==> src/rtl/branch_target_buffer_if.sv <==
// branch_target_buffer_if: lookup, training, flush and prediction signals of the branch target buffer
interface branch_target_buffer_if;
  logic        w_ce;
  logic [31:0] w_lookup_pc;
  logic        w_upd_valid;
  logic [31:0] w_upd_pc;
  logic        w_upd_taken;
  logic [31:0] w_upd_target;
  logic        w_flush;
  logic        r_pred_hit;
  logic        r_pred_taken;
  logic [31:0] r_pred_target;
  logic        r_busy;
  modport slave (
    input  w_ce, w_lookup_pc, w_upd_valid, w_upd_pc, w_upd_taken, w_upd_target, w_flush,
    output r_pred_hit, r_pred_taken, r_pred_target, r_busy
  );
  modport master (
    output w_ce, w_lookup_pc, w_upd_valid, w_upd_pc, w_upd_taken, w_upd_target, w_flush,
    input  r_pred_hit, r_pred_taken, r_pred_target, r_busy
  );
endinterface

==> src/rtl/branch_target_buffer.sv <==
// branch_target_buffer: tagged direct-mapped BTB with saturating counters and sequenced flush; define BTB_FWD_EN to forward same-edge updates to the lookup
module branch_target_buffer #(
  parameter int ENTRIES  = 64,
  parameter int TAG_W    = 8,
  parameter int CTR_W    = 2,
  parameter int INIT_CTR = 2
) (
  input logic w_clk,
  input logic w_rst_n,
  branch_target_buffer_if.slave bus
);
  localparam int IDX_W = $clog2(ENTRIES);
  localparam logic [0:0] IDLE  = 1'b0;
  localparam logic [0:0] FLUSH = 1'b1;
  localparam logic [CTR_W-1:0] CTR_MAX  = '1;
  localparam logic [CTR_W-1:0] CTR_INIT = CTR_W'(INIT_CTR);
  logic [ENTRIES-1:0] valid_q, valid_d;
  logic [TAG_W-1:0]   tag_q [ENTRIES];
  logic [31:0]        tgt_q [ENTRIES];
  logic [CTR_W-1:0]   ctr_q [ENTRIES];
  logic [0:0]         state_q, state_d;
  logic [IDX_W-1:0]   fidx_q, fidx_d;
  logic               hit_q, hit_d, taken_q, taken_d;
  logic [31:0]        target_q, target_d;
  logic [IDX_W-1:0]   l_idx, u_idx;
  logic [TAG_W-1:0]   l_tag, u_tag;
  logic [CTR_W-1:0]   u_ctr, new_ctr;
  logic [31:0]        new_tgt;
  logic               l_hit, u_hit, wr, mute, fwd, unused_pc;
  assign l_idx = bus.w_lookup_pc[IDX_W+1:2];
  assign l_tag = bus.w_lookup_pc[IDX_W+TAG_W+1:IDX_W+2];
  assign u_idx = bus.w_upd_pc[IDX_W+1:2];
  assign u_tag = bus.w_upd_pc[IDX_W+TAG_W+1:IDX_W+2];
  assign unused_pc = ^{bus.w_lookup_pc >> (IDX_W+TAG_W+2), bus.w_upd_pc >> (IDX_W+TAG_W+2),
                       bus.w_lookup_pc[1:0], bus.w_upd_pc[1:0]};
  assign l_hit = valid_q[l_idx] && tag_q[l_idx] == l_tag;
  assign u_hit = valid_q[u_idx] && tag_q[u_idx] == u_tag;
  assign u_ctr = ctr_q[u_idx];
  assign wr    = bus.w_ce && bus.w_upd_valid && state_q == IDLE && !bus.w_flush &&
                 (u_hit || bus.w_upd_taken);
  assign new_ctr = !u_hit ? CTR_INIT :
                   bus.w_upd_taken ? (u_ctr == CTR_MAX ? u_ctr : u_ctr + 1'b1) :
                   (u_ctr == '0 ? u_ctr : u_ctr - 1'b1);
  assign new_tgt = bus.w_upd_taken ? bus.w_upd_target : tgt_q[u_idx];
  // the edge that starts a flush already reports a miss so r_busy never coincides with a hit
  assign mute = state_q == FLUSH || bus.w_flush;
`ifdef BTB_FWD_EN
  assign fwd = wr && u_idx == l_idx && u_tag == l_tag;
`else
  assign fwd = 1'b0;
`endif
  always_comb begin
    hit_d    = !mute && (fwd || l_hit);
    taken_d  = hit_d && (fwd ? new_ctr[CTR_W-1] : ctr_q[l_idx][CTR_W-1]);
    target_d = !hit_d ? '0 : fwd ? new_tgt : tgt_q[l_idx];
    valid_d  = valid_q;
    if (state_q == FLUSH) valid_d[fidx_q] = 1'b0;
    else if (wr) valid_d[u_idx] = 1'b1;
    state_d  = state_q == FLUSH ? (fidx_q == IDX_W'(ENTRIES-1) ? IDLE : FLUSH) :
               (bus.w_flush ? FLUSH : IDLE);
    fidx_d   = state_q == FLUSH ? fidx_q + 1'b1 : '0;
  end
  always_ff @(posedge w_clk or negedge w_rst_n)
    if (!w_rst_n) begin
      valid_q  <= '0;
      state_q  <= IDLE;
      fidx_q   <= '0;
      hit_q    <= 1'b0;
      taken_q  <= 1'b0;
      target_q <= '0;
    end else if (bus.w_ce) begin
      valid_q  <= valid_d;
      state_q  <= state_d;
      fidx_q   <= fidx_d;
      hit_q    <= hit_d;
      taken_q  <= taken_d;
      target_q <= target_d;
    end
  always_ff @(posedge w_clk)
    if (wr) begin
      tag_q[u_idx] <= u_tag;
      tgt_q[u_idx] <= new_tgt;
      ctr_q[u_idx] <= new_ctr;
    end
  assign bus.r_pred_hit    = hit_q;
  assign bus.r_pred_taken  = taken_q;
  assign bus.r_pred_target = target_q;
  assign bus.r_busy        = state_q == FLUSH;
endmodule
==> src/flat_wrapper.sv <==
// flat-port wrapper written by rule: the top's interface ports become plain ports
module branch_target_buffer_flat 
#(
  parameter int ENTRIES  = 64,
  parameter int TAG_W    = 8,
  parameter int CTR_W    = 2,
  parameter int INIT_CTR = 2
)
  (w_clk, w_rst_n, bus_w_ce, bus_w_lookup_pc, bus_w_upd_valid, bus_w_upd_pc, bus_w_upd_taken, bus_w_upd_target, bus_w_flush, bus_r_pred_hit, bus_r_pred_taken, bus_r_pred_target, bus_r_busy);
  branch_target_buffer_if bus_i ();
  input logic w_clk;
  input logic w_rst_n;
  input wire logic [$bits(bus_i.w_ce)-1:0] bus_w_ce;
  input wire logic [$bits(bus_i.w_lookup_pc)-1:0] bus_w_lookup_pc;
  input wire logic [$bits(bus_i.w_upd_valid)-1:0] bus_w_upd_valid;
  input wire logic [$bits(bus_i.w_upd_pc)-1:0] bus_w_upd_pc;
  input wire logic [$bits(bus_i.w_upd_taken)-1:0] bus_w_upd_taken;
  input wire logic [$bits(bus_i.w_upd_target)-1:0] bus_w_upd_target;
  input wire logic [$bits(bus_i.w_flush)-1:0] bus_w_flush;
  output wire logic [$bits(bus_i.r_pred_hit)-1:0] bus_r_pred_hit;
  output wire logic [$bits(bus_i.r_pred_taken)-1:0] bus_r_pred_taken;
  output wire logic [$bits(bus_i.r_pred_target)-1:0] bus_r_pred_target;
  output wire logic [$bits(bus_i.r_busy)-1:0] bus_r_busy;
  assign bus_i.w_ce = bus_w_ce;
  assign bus_i.w_lookup_pc = bus_w_lookup_pc;
  assign bus_i.w_upd_valid = bus_w_upd_valid;
  assign bus_i.w_upd_pc = bus_w_upd_pc;
  assign bus_i.w_upd_taken = bus_w_upd_taken;
  assign bus_i.w_upd_target = bus_w_upd_target;
  assign bus_i.w_flush = bus_w_flush;
  assign bus_r_pred_hit = bus_i.r_pred_hit;
  assign bus_r_pred_taken = bus_i.r_pred_taken;
  assign bus_r_pred_target = bus_i.r_pred_target;
  assign bus_r_busy = bus_i.r_busy;
  branch_target_buffer #(.ENTRIES(ENTRIES), .TAG_W(TAG_W), .CTR_W(CTR_W), .INIT_CTR(INIT_CTR)) u_core (.w_clk(w_clk), .w_rst_n(w_rst_n), .bus(bus_i));
endmodule
==> config.mk <==
export PLATFORM = sky130hd
export DESIGN_NAME = branch_target_buffer_flat
export DESIGN_NICKNAME = d
export VERILOG_FILES = /design/src/rtl/branch_target_buffer_if.sv /design/src/rtl/branch_target_buffer.sv /design/src/flat_wrapper.sv
export SDC_FILE = /design/constraint.sdc
export NUM_CORES = 2
export LEC_CHECK = 0
export BUFFER_PORTS_ARGS = -buffer_cell sky130_fd_sc_hd__buf_2
export CAP_MARGIN = 20
export CORE_MARGIN = 2
export CORE_UTILIZATION = 47
export DETAILED_ROUTE_END_ITERATION = 16
export GPL_ROUTABILITY_DRIVEN = 0
export PLACE_DENSITY = 0.66
export SYNTH_ARGS = -nofsm -noshare
export SYNTH_HDL_FRONTEND = slang
export SYNTH_SLANG_ARGS = --single-unit
==> constraint.sdc <==
create_clock -name w_clk -period 5.2 [get_ports w_clk]
set_input_delay 0.52 -clock w_clk [delete_from_list [all_inputs] [get_ports w_clk]]
set_output_delay 0.52 -clock w_clk [all_outputs]
set_load 0.02 [all_outputs]
==> metrics.yaml <==
routed_wl_um: 318000
htree_num_levels: 5
grt_pass1_vias: 58560
grt-ovfl-total: 0
start_kind: "flop"
synth_edf_count: 2688
critPathTopFamily: "simple AND/OR/NAND/NOR gates"
ys_top_cells_by_count: "2688 x edfxtp_1, 934 x mux4_2, 181 x clkbuf_1, 150 x nor2_1, 116 x buf_2"
drt_iter0_markers: 8815
core-area_um2: 240000
portBuffers: 100
die_area_um2: 245000
cts_setup_buffers: 0
synthTopCellsByArea: "edfxtp_1 71%, mux4_2 19%, dfrtp_1 2.3%"
ys_ff_latch: 2793
setup_viol: 0
hpwl_um: 182000
synth-main-ff-cell: "edfxtp_1"
fin_crit_ps: 4290
skew_ps: 77.2
synth.distinct_cells: 65
rsz0062_at_grt: "no"
worstSetupPathType: "reg2reg"
dieWidth_um: 495
drtPass1Iterations: 10
yosysSeqAreaShare: 0.737
fin_ws_ps: 908
dpl.cell_count: 8480
start_util: 0.472
path_max_fanout: 10
yosysTopAreaCellShare: 0.714
worst_slew_pin_slew_ps: 1120
pin_count: 137
nNetsFinal: 5754
grt_pass1_wl_um: 445000
cpPeakStageDelay_ps: 560
clkSlewWorstSetupHoldPaths_ps: 70
cts-root-buf: "clkbuf_16"
synth.most_common_cell: "edfxtp_1"
drive_gt1_frac: 0.339
synth.net_count: 5300
worstPathRequired_ps: 5780
cp.arrival_ps: 4880
hold_violations: 0
rows: 180
synthToLayoutAreaGrowth_pct: 15.3
crit_buf_inv: 2
syn-cell-area_um2: 113000
finalNonFillerCells: 9052
grt_use_total: 0.260
peakVddDrop_mv: 0.343
cts_tree: "yes"
die_y_um: 495
netlist_instances: 5197
setup_tns_ps: 0
cts_sinks: 2793
antenna_found_initial: 11
outcome: "finished clean"
fmax_mhz: 233
cts_made_buffers: 302
cts.path.max_buffers: 4
remaining_drc_errors: 0
yosysWarnings: 0
period_share: 0.825
wl_per_cell_um: 35.2
async_flop_share: 0.0376
vias_per_cell: 6.54
dp_slack_ps: 353
drv_slew: 0
vias: 59233
hold_class: "in2reg"
avgSynthCellArea_um2: 21.8
ant_nets: 0
crit_top_cell: "nand4_1"
maxSlewHeadroom: 0.255
grt_max_degree: 109
cp-end-kind: "flop"
path_cells: "mux4_2 -> a22oi_1 -> nand4_1 -> mux2i_1 -> xor2_1 -> nand4_1 -> nor4_4 -> a21oi_1 -> buf_4 -> nor2_1 -> buf_12"
p_leak_nw: 41.4
clock_latency_ps: 950
drv_cap: 0
yosysTopAreaCell: "edfxtp_1"
slowest_stage: "mux4_2"
powerDensity_nw_per_um2: 369
-- kinds of logic after synthesis --
logic type,count (synthesis),share of synthesized area
AO/OA/AOI/OAI,435,0.0250
multiplexers,1103,0.202
buffers and inverters,423,0.0165
adder cells (fa/ha/maj),1,0.000111
AND/OR/NAND/NOR,428,0.0183
flip-flops,2793,0.737
XOR/XNOR,14,0.00108
-- sequential cells by signal (all words and copies together), names as in the netlist --
signal	cells
u_core.valid_q	64
u_core.bus.r_pred_taken	1
u_core.tgt_q	2048
u_core.bus.r_busy	1
u_core.fidx_q	6
u_core.ctr_q	128
u_core.tag_q	512
u_core.bus.r_pred_hit	1
u_core.bus.r_pred_target	32
-- worst reg2reg max path: cells and delay by family (launching register included) --
kind            cells  cell delay [ps]
buf+inv             2              460
xor+xnor            1              340
mux                 2              770
compound gates      2              700
flops               1              390
simple gates        4             1340
-- repair_timing --
action                                 CTS  global route
gates resized for setup                  0             0
hold buffers                             2            24
endpoints found under the hold margin   61           242
-- final cells by class --
cell class,instances,area [µm²]
antenna,3,7.51
clock buffer,367,7970
clock inverter,150,1270
fill,17836,109000
inverter,83,317
multi-input combinational,1981,28800
sequential,2793,83300
tap,3185,3990
timing repair buffer,490,4700
-- worst paths after layout --
| check | startpoint | end | slack [ps] | cells after the start |
|---|---|---|---|---|
| hold / removal | bus_w_upd_target[21] | u_core.tgt_q[7][21]$_DFFE_PP_ | 5 | 1 |
| min in group asynchronous | w_rst_n | u_core.bus.r_pred_target[13]$_DFFE_PN0P_ | 180 | 2 |
| hold reg to reg | u_core.bus.r_pred_target[7]$_DFFE_PN0P_ | u_core.bus.r_pred_target[7]$_DFFE_PN0P_ | 520 | 2 |
| setup / recovery | u_core.tag_q[28][3]$_DFFE_PP_ | u_core.tag_q[51][2]$_DFFE_PP_ | 910 | 11 |
| setup reg to reg | u_core.tag_q[28][3]$_DFFE_PP_ | u_core.tag_q[51][2]$_DFFE_PP_ | 910 | 11 |
| max in group asynchronous | w_rst_n | u_core.valid_q[55]$_DFFE_PN0P_ | 3700 | 3 |
-- per-layer routing --
metal	track usage	routed length, µm	vias up
met5	0	31	-
met4	0.117	17200	2
met3	0.0532	31500	771
met2	0.411	152000	3745
met1	0.350	117000	31571
li1	-	-	23144
-- metrics by stage --
stage	total power, mW	hold WS, ps	util	instance area [µm²]
detailed placement	28.1	517	0.502	120000
floorplan	26.8	224	-	113000
global placement	28.1	506	0.502	120000
CTS	48.3	143	0.540	130000
global route	49.3	3.64	0.543	130000
finish	48.0	5.42	0.544	130000
-- cells in the final DEF, fill, tap and decap left out, types with 11 or more instances in the layout --
cell type	n
a22oi_1	62
a31oi_1	11
dlygate4sd3_1	26
edfxtp_1	2688
mux4_2	934
a22o_1	13
o21ai_0	72
a221oi_1	27
mux2_2	57
buf_2	92
clkbuf_16	309
o22ai_1	87
clkinv_2	43
buf_12	91
nor3_2	12
nand3_1	37
nor2_1	94
clkinv_1	68
dfrtp_1	105
bufinv_16	20
inv_1	80
nand2_1	92
nor3_1	12
nor2_4	55
mux2i_1	108
a21oi_1	101
clkbuf_1	56
nor4_2	51
buf_4	274
nand4_1	12
-- power breakdown --
group / internal, mW / total, mW / switching (mW)
logic: 1.14 / 2.97 / 1.84
clock network: 11.8 / 20.3 / 8.50
registers: 24.7 / 24.7 / 0.0571
total: 37.7 / 48.0 / 10.4
Note: power is estimated with default switching activity, not from simulation.
